==> src/rtl/modexp_ctrl_pkg.sv <==
// Shared MonPro parameters: default exponent geometry, MonPro operand selects, controller states.
// Imported by the exponent controller and the MonPro datapath so the op encodings stay in one place.
package modexp_ctrl_pkg;

  localparam int DEF_DATA_WIDTH = 32;
  localparam int DEF_TOTAL_ADDR = 128;

  typedef enum logic [2:0] {
    OP_TOMONT = 3'd0,  // Mbar = MonPro(M, R2)
    OP_INIT   = 3'd1,  // A    = MonPro(R2, 1)
    OP_SQR    = 3'd2,  // A    = MonPro(A, A)
    OP_MUL    = 3'd3,  // A    = MonPro(A, Mbar)
    OP_FROM   = 3'd4   // A    = MonPro(A, 1)
  } mp_op_t;

  typedef enum logic [2:0] {
    IDLE  = 3'd0,
    ISSUE = 3'd1,
    WAIT  = 3'd2,
    FETCH = 3'd3,
    LATCH = 3'd4,
    DONE  = 3'd5
  } state_t;

endpackage

==> src/rtl/modexp_ctrl.sv <==
// Left-to-right square-and-multiply sequencer: walks every exponent bit MSB first and launches MonPro ops.
// One op in flight at a time; each launch waits for mp_done, so a slow MonPro engine simply stretches WAIT.
module modexp_ctrl
  import modexp_ctrl_pkg::*;
#(
  parameter int DATA_WIDTH = DEF_DATA_WIDTH,
  parameter int TOTAL_ADDR = DEF_TOTAL_ADDR,
  parameter int ADDR_W     = $clog2(TOTAL_ADDR)
) (
  input  logic                  clk,
  input  logic                  reset,
  input  logic                  start,
  input  logic                  abort,
  output logic [ADDR_W-1:0]     e_addr,
  input  logic [DATA_WIDTH-1:0] e_data,
  output logic                  mp_start,
  output logic [2:0]            mp_op,
  input  logic                  mp_done,
  output logic                  busy,
  output logic                  done
);

  localparam int BW = (DATA_WIDTH > 1) ? $clog2(DATA_WIDTH) : 1;

  state_t                state_q, state_d;
  mp_op_t                op_q, op_d;
  logic [ADDR_W-1:0]     word_q, word_d;
  logic [ADDR_W-1:0]     addr_q, addr_d;
  logic [BW-1:0]         bit_q, bit_d;
  logic [DATA_WIDTH-1:0] sh_q, sh_d;
  logic                  adv;

  always_ff @(posedge clk) begin
    if (reset) begin
      state_q <= IDLE;
      op_q    <= OP_TOMONT;
      word_q  <= '0;
      addr_q  <= '0;
      bit_q   <= '0;
      sh_q    <= '0;
    end else begin
      state_q <= state_d;
      op_q    <= op_d;
      word_q  <= word_d;
      addr_q  <= addr_d;
      bit_q   <= bit_d;
      sh_q    <= sh_d;
    end
  end

  always_comb begin
    state_d = state_q;
    op_d    = op_q;
    word_d  = word_q;
    addr_d  = addr_q;
    bit_d   = bit_q;
    sh_d    = sh_q;
    adv     = 1'b0;

    case (state_q)
      IDLE: begin
        if (start) begin
          word_d  = ADDR_W'(TOTAL_ADDR - 1);
          op_d    = OP_TOMONT;
          state_d = ISSUE;
        end
      end
      ISSUE: state_d = WAIT;
      WAIT: begin
        if (mp_done) begin
          case (op_q)
            OP_TOMONT: begin
              op_d    = OP_INIT;
              state_d = ISSUE;
            end
            OP_INIT: state_d = FETCH;
            OP_SQR: begin
              // The bit under test always sits at the shift register MSB.
              if (sh_q[DATA_WIDTH-1]) begin
                op_d    = OP_MUL;
                state_d = ISSUE;
              end else begin
                adv = 1'b1;
              end
            end
            OP_MUL:  adv = 1'b1;
            OP_FROM: state_d = DONE;
            default: state_d = IDLE;
          endcase
        end
      end
      FETCH: begin
        addr_d  = word_q;
        state_d = LATCH;
      end
      LATCH: begin
        sh_d    = e_data;
        bit_d   = BW'(DATA_WIDTH - 1);
        op_d    = OP_SQR;
        state_d = ISSUE;
      end
      DONE:    state_d = IDLE;
      default: state_d = IDLE;
    endcase

    if (adv) begin
      sh_d  = sh_q << 1;
      bit_d = bit_q - BW'(1);
      if (bit_q != '0) begin
        op_d    = OP_SQR;
        state_d = ISSUE;
      end else if (word_q == '0) begin
        op_d    = OP_FROM;
        state_d = ISSUE;
      end else begin
        word_d  = word_q - ADDR_W'(1);
        state_d = FETCH;
      end
    end

    if (abort && (state_q != IDLE)) state_d = IDLE;
  end

  // The address is live during FETCH so a registered exponent RAM answers in LATCH.
  assign e_addr   = (state_q == FETCH) ? word_q : addr_q;
  assign mp_start = (state_q == ISSUE);
  assign mp_op    = op_q;
  assign busy     = (state_q != IDLE);
  assign done     = (state_q == DONE);

endmodule

==> config.mk <==
export PLATFORM = sky130hd
export DESIGN_NAME = modexp_ctrl
export DESIGN_NICKNAME = d
export VERILOG_FILES = /design/src/rtl/modexp_ctrl_pkg.sv /design/src/rtl/modexp_ctrl.sv
export SDC_FILE = /design/constraint.sdc
export NUM_CORES = 1
export LEC_CHECK = 0
export ABC_AREA = 1
export CAP_MARGIN = 25
export CORE_AREA = 5 5 100 83
export DETAILED_ROUTE_END_ITERATION = 8
export DIE_AREA = 0 0 105 88
export HOLD_SLACK_MARGIN = 0.1
export MAX_ROUTING_LAYER = met4
export RECOVER_POWER = 100
export SKIP_CTS_REPAIR_TIMING = 1
export SLEW_MARGIN = 20
export SYNTH_ARGS = -nofsm -noshare
export SYNTH_HDL_FRONTEND = slang
export SYNTH_SLANG_ARGS = --single-unit
==> constraint.sdc <==
create_clock -name clk -period 4.51 [get_ports clk]
set_clock_uncertainty 0.2 [all_clocks]
set_input_delay 0.902 -clock clk [delete_from_list [all_inputs] [get_ports clk]]
set_output_delay 0.902 -clock clk [all_outputs]
set_load 0.01 [all_outputs]
==> results by group, run 1 <==
Floorplanning
  – Initial Utilization: 38.59%
  – Die W: 105 um
  – I/O Pins: 50
  – FP Rows: 28
  – Core ar.: 0.007217 mm2
  – Die area: 0.009240 mm2
  – Die H: 88 um

Pwr
  – P_int: 0.0009225 W
  – Clock network power share: 35.9%
  – Comb power frac: 20.8%
  – Peak VDD IR: 142.4 uV
  – Power share of the sequential group: 43.3%
  – Psw: 0.0003758 W
  – Power per Cell Area: 381.8 mW/mm2
  – Net Sw Frac: 28.94%
  – Static leakage: 1.422 nW

Route
  – Drt initial violations: 189
  – Detail Route Antenna Nets: 0
  – DR pass1 iterations: 4
  – Remaining DRCs: 0
  – DR WL/cell: 12.39 um
  – Total routed wirelength: 6580 um
  – Via count: 2588
  – Vias per std cell: 4.874

Worst setup path
  – Reg2reg end: sh_q[19]
  – Worst EP required: 3.41 ns
  – Worst-path maximum fanout: 8
  – Critical path origin: state_q[2]
  – Endpoint type of the worst setup path: output port
  – R2r worst-path depth: 8
  – Arrival time at the worst endpoint: 2.44 ns
  – Setup Crit Path Kind: reg2out
  – R2R setup slack: 1.81 ns
  – Worst reg2reg startpoint: state_q[2]
  – Startpoint Class: flip-flop

Timing
  – Rel. slew slack: 5.174%
  – Final Hold Vio Count: 0
  – Slew Limit Fails: 0
  – Setup repair after global routing missed its margin: no
  – Fmax: 0.2821 GHz
  – Min Tclk post-route: 3.545 ns
  – Final setup violation count: 0
  – Worst-margin pin slew: 1.421 ns
  – Crit share post-route: 78.60%
  – Setup total negative slack: 0 ns
  – Setup ws final: 0.9653 ns

Clocking
  – CTS clock-pin slew for the worst setup and hold paths: 0.06 ns
  – Later-pin clock latency in the skew report: 0.33 ns
  – Htree depth: 3
  – Root buffer cell: clkbuf_8
  – Clock Sinks: 57
  – CTS Buf Count: 9
  – Clock tree buffer depth: 2
  – CTS tree: done

Yosys
  – Post-synth cell types: 30
  – Seq/Total Area, Yosys: 40.97%
  – Cell area after synthesis: 0.002785 mm2
  – Yosys warns: 0
  – Largest area contributor in the netlist: dfxtp_1
  – Mean area per synthesized cell: 7.123 um2
  – EDFF count, synth: 0
  – Share of the synthesized area in the top cell type: 40.97%
  – Synthesis-stage register bit count: 57
  – Mapped Nets: 430
  – Asr flop ratio synth: 0%
  – Cells after Synth: 391
  – Top FF cell, synth: dfxtp_1
  – Ranking of synthesized cells by area: dfxtp_1 41%, a21oi_1 13%, nand2_1 11%

Global route
  – GRT Total Usage: 15.32%
  – Grt total ovfl: 0
  – Vias in the first global route: 2449
  – First-pass GRT wire length: 11300 um
  – Largest net degree at the start of global routing: 38
  – Antenna violations before repair: 0

Job
  – Max cap viols: 0

Finish
  – FF+latch area: 0.001141 mm2
  – FILL cells: 774
  – Final nets: 475
  – Most common cell after layout, fill and taps aside: nand2_1
  – Area of the multi-input gates: 0.001321 mm2
  – Fin area: 0.003401 mm2
  – Share of cells above drive strength 1: 6.576%
  – ANT cells: 0
  – Area grow syn2layout: 22.10%
  – Highest-count cells in the layout ignoring fill and taps: 81 x nand2_1, 71 x a21oi_1, 57 x dfxtp_1, 39 x nor2_1, 35 x o21ai_0

Placement
  – Placed inst area: 0.003261 mm2
  – Placer Congestion: 0.8431
  – DP HPWL: 4487 um
  – Dpl ws: 1.317 ns
  – PortBufs: 49

Min path
  – Worst Hold End: bit_q[4]
  – Worst hold path depth: 2
  – Hold_sp: bit_q[4]
  – Min-Delay Path Class: reg2reg

Status
  – Status: finished, final reports clean
-- cell usage after synthesis, types with 2 or more instances --
library cell and count:
a21oi_1 71, buf_2 2, buf_6 4, buf_8 2, clkbuf_1 5, clkbuf_8 3
dfxtp_1 57, ha_1 2, inv_1 30, inv_2 4, nand2_1 79, nand2_2 4
nand3_1 14, nand3b_1 2, nand4_1 3, nor2_1 39, nor2_8 2, nor3_1 6
o21ai_0 26, o21ai_1 19, or2_2 8
-- sequential cells by signal (all words and copies together) (netlist names) --
| register | cells |
|---|---|
| addr_q | 7 |
| bit_q | 5 |
| mp_op | 3 |
| sh_q | 32 |
| state_q | 3 |
| word_q | 7 |
-- layer usage --
metal | up-vias | global-route usage [%] | share of wire, %
li1 | 1370 | - | -
met1 | 1164 | 19.71 | 51
met2 | 45 | 23.03 | 43
met3 | 9 | 3.906 | 4.5
met4 | 0 | 6.272 | 1.2
met5 | - | - | 0
-- worst max path at each step --
| stage | to | slack, ns | cells after the start |
|---|---|---|---|
| final | e_addr[5] | 0.97 | 7 |
| after global routing | e_addr[1] | 0.73 | 7 |
| after CTS | e_addr[0] | 1.11 | 6 |
| after detailed placement | sh_q[19] | 1.32 | 5 |
| after global placement | sh_q[21] | 1.26 | 7 |
| after floorplan | e_addr[0] | 2.30 | 5 |
-- logic make-up (layout without fill, tap and decap cells) --
family,after synthesis,count (layout),share of synthesized area (%)
simple gates,161,161,26.28
compound gates,117,117,21.16
flops,57,57,40.97
xor+xnor,1,1,0.3145
buf+inv,53,103,10.38
fa+ha+maj,2,2,0.8983
-- cell type report --
| type | instances | share of cell area [%] |
|---|---|---|
| Clock buffer | 13 | 4.378 |
| Clock inverter | 3 | 1.177 |
| Inverter | 35 | 3.863 |
| Multi-Input combinational cell | 281 | 38.85 |
| Sequential cell | 57 | 33.55 |
| Tap cell | 90 | 3.311 |
| Timing Repair Buffer | 52 | 14.86 |
-- worst max-delay path: stages, from the launching register on --
cell	delay, ns
dfxtp_1	0.34
inv_1	0.11
nand2_1	0.12
nor2_1	0.39
inv_1	0.21
o21ai_0	0.27
inv_1	0.06
dlygate4sd3_1	0.60
-- power by group through the flow --
stage                     Sequential, W  Clock (W)  Combinational, W
final                          0.000562   0.000466          0.000269
after global routing           0.000566   0.000500          0.000308
after CTS                      0.000563   0.000473          0.000286
after detailed placement       0.000574          0          0.000283
after global placement         0.000574          0          0.000279
after floorplan                0.000566          0          0.000182
-- stage by stage --
step                hold slack (ns)  total power, W  std cells  util (%)
floorplan                    0.2511       0.0007482        391         -
global placement             0.2668       0.0008527        514     44.97
detailed placement           0.2735       0.0008574        515     45.18
CTS                          0.2844        0.001322        531     47.80
global route                 0.3168        0.001374        531     47.12
finish                       0.2788        0.001298        531     47.12
Note: power is estimated with default switching activity, not from simulation.
==> inputs of run 2 (changes only) <==
==> constraint.sdc (replaced) <==
create_clock -name clk -period 3.2 [get_ports clk]
set_clock_uncertainty 0.2 [all_clocks]
set_input_delay 0.64 -clock clk [delete_from_list [all_inputs] [get_ports clk]]
set_output_delay 0.64 -clock clk [all_outputs]
set_load 0.01 [all_outputs]
==> results by group, run 2 (synthesized netlist as in run 1, its figures left out) <==
Status
  – Status: finished, final reports clean

Finish
  – Max reg flops: 32 (unchanged)
  – Area of the multi-input gates: 0.001336 mm2 (+1.1%)
  – Biggest register: sh_q
  – Largest registers: sh_q x32, addr_q x7, word_q x7
  – Most common cell after layout, fill and taps aside: nand2_1
  – Fin util: 48.34% (+1.2 points)
  – FILL cells: 762 (-1.6%)
  – FF+latch area: 0.001141 mm2 (unchanged)
  – Final nets: 480 (+1.1%)
  – Area grow syn2layout: 25.25%
  – Highest-count cells in the layout ignoring fill and taps: 80 x nand2_1, 71 x a21oi_1, 57 x dfxtp_1, 41 x clkdlybuf4s50_1, 38 x nor2_1
  – Share of cells above drive strength 1: 8.969% (+2.4 points)
  – ANT cells: 0 (unchanged)

Floorplanning
  – Die area: 0.009240 mm2 (unchanged)
  – FP Rows: 28 (unchanged)
  – Initial Utilization: 38.59% (unchanged)
  – Die W: 105 um (unchanged)
  – Core ar.: 0.007217 mm2 (unchanged)
  – I/O Pins: 50 (unchanged)
  – Die H: 88 um (unchanged)

Global route
  – First-pass GRT wire length: 11040 um (-2.3%)
  – Antenna violations before repair: 0 (unchanged)
  – Largest net degree at the start of global routing: 36 (-5.3%)
  – Vias in the first global route: 2428 (-0.86%)
  – Grt total ovfl: 0 (unchanged)
  – GRT Total Usage: 14.84% (-0.48 points)

Placement
  – DP HPWL: 4578 um (+2.0%)
  – PortBufs: 49 (unchanged)
  – Placer Congestion: 0.7833 (-7.1%)

Timing
  – Rel. slew slack: 37.51% (+32 points)
  – Fmax: 0.3356 GHz
  – Setup total negative slack: 0 ns (unchanged)
  – Worst-margin pin slew: 0.9364 ns (-0.4845 ns)
  – Slew Limit Fails: 0 (unchanged)
  – Min Tclk post-route: 2.980 ns
  – Final setup violation count: 0 (unchanged)
  – Setup repair after global routing missed its margin: no
  – Final Hold Vio Count: 0 (unchanged)
  – Crit share post-route: 93.12%

Pwr
  – Clock network power share: 38.9% (+3.0 points)
  – Comb power frac: 20.2% (-0.6 points)
  – Net Sw Frac: 27.40% (-1.5 points)
  – Final Power: 0.001939 W (+49%)
  – Peak VDD IR: 222.3 uV (+56%)
  – Power per Cell Area: 555.7 mW/mm2 (+46%)
  – Static leakage: 1.453 nW (+2.2%)
  – Power share of the sequential group: 40.9% (-2.4 points)
  – P_int: 0.001408 W (+53%)
  – Psw: 0.0005311 W (+41%)

Worst setup path
  – Worst Setup EP: e_addr[4]
  – R2r worst-path depth: 6 (-2)
  – Worst-path maximum fanout: 8 (unchanged)
  – Worst reg2reg startpoint: state_q[0]
  – Setup Crit Path Kind: reg2out
  – Reg2reg end: sh_q[26]
  – Worst EP required: 2.36 ns (-1.05 ns)
  – Arrival time at the worst endpoint: 2.14 ns (-0.30 ns)
  – Endpoint type of the worst setup path: output port
  – R2R setup slack: 0.61 ns (-1.20 ns)
  – Critical path origin: state_q[0]
  – Startpoint Class: flip-flop

Route
  – Remaining DRCs: 0 (unchanged)
  – Via count: 2598 (+0.39%)
  – Total routed wirelength: 6547 um (-0.50%)
  – DR WL/cell: 12.21 um (-1.4%)
  – Detail Route Antenna Nets: 0 (unchanged)
  – Drt initial violations: 115 (-39%)
  – Vias per std cell: 4.847 (-0.55%)
  – DR pass1 iterations: 4 (unchanged)

Job
  – Max cap viols: 0 (unchanged)

Clocking
  – Root buffer cell: clkbuf_8
  – Clock tree buffer depth: 2 (unchanged)
  – Later-pin clock latency in the skew report: 0.32 ns (about the same)
  – CTS clock-pin slew for the worst setup and hold paths: 0.06 ns (about the same)
  – Clock Sinks: 57 (unchanged)
  – CTS tree: done
  – CTS Buf Count: 9 (unchanged)
  – Htree depth: 3 (unchanged)

Min path
  – Hold_sp: bit_q[4]
  – Min-Delay Path Class: reg2reg
==> run 2: cell types whose count changed in the layout (fill, tap and decap cells not counted), moves of 2 or more <==
cell	previous run	this run
buf_4	1	4
clkbuf_2	0	2
clkdlybuf4s50_1	34	41
o21ai_1	11	18
dlygate4sd3_1	15	8
o21ai_0	35	27
clkbuf_1	5	2
==> run 2: power groups by stage <==
stage | registers [W] | clock network [W] | logic (W)
final | 0.000793 | 0.000755 | 0.000391
after global routing | 0.000798 | 0.000811 | 0.000446
after CTS | 0.000792 | 0.000774 | 0.000405
after detailed placement | 0.000808 | 0 | 0.000403
after global placement | 0.000807 | 0 | 0.000397
after floorplan | 0.000798 | 0 | 0.000256
==> run 2: per-stage QoR <==
stage	cells	hold slack, ns	setup slack [ns]	area (um2)
4_1_cts	536	0.2724	0.09626	3520
3_3_place_gp	520	0.2603	0.5426	3291
2_1_floorplan	391	0.2511	1.256	2785
6_report	536	0.2714	0.2201	3488
3_5_place_dp	520	0.2633	0.4701	3291
5_1_grt	536	0.2964	0.06483	3488
==> run 2: worst min-delay path by stage <==
stage | to | cells past startpoint | slack, ns
global placement | bit_q[4] | 2 | 0.26
global route | bit_q[4] | 2 | 0.30
floorplan | bit_q[4] | 2 | 0.25
finish | bit_q[4] | 2 | 0.27
detailed placement | bit_q[4] | 2 | 0.26
CTS | bit_q[4] | 2 | 0.27
==> run 2: worst max-delay path, stage by stage, from the launching register on <==
cell and delay [ns]:
dfxtp_1 0.42, inv_1 0.13, nor2_2 0.28, inv_1 0.18, o21ai_0 0.27, inv_1 0.06
clkdlybuf4s50_1 0.48
==> run 2: area by class of cell <==
class	count	area share, %
clock buffer	11	4.340
clock inverter	5	2.224
inverter	35	3.766
multi-input combinational	281	38.31
sequential	57	32.71
tap	90	3.228
timing repair buffer	57	15.42
==> run 2: per-layer routing <==
layer	track usage (%)	part of all wire (%)	vias up
met3	4.937	5.5	2
met1	19.12	50	1144
met5	-	0	-
li1	-	-	1386
met2	22.51	44	66
met4	3.717	0.44	0
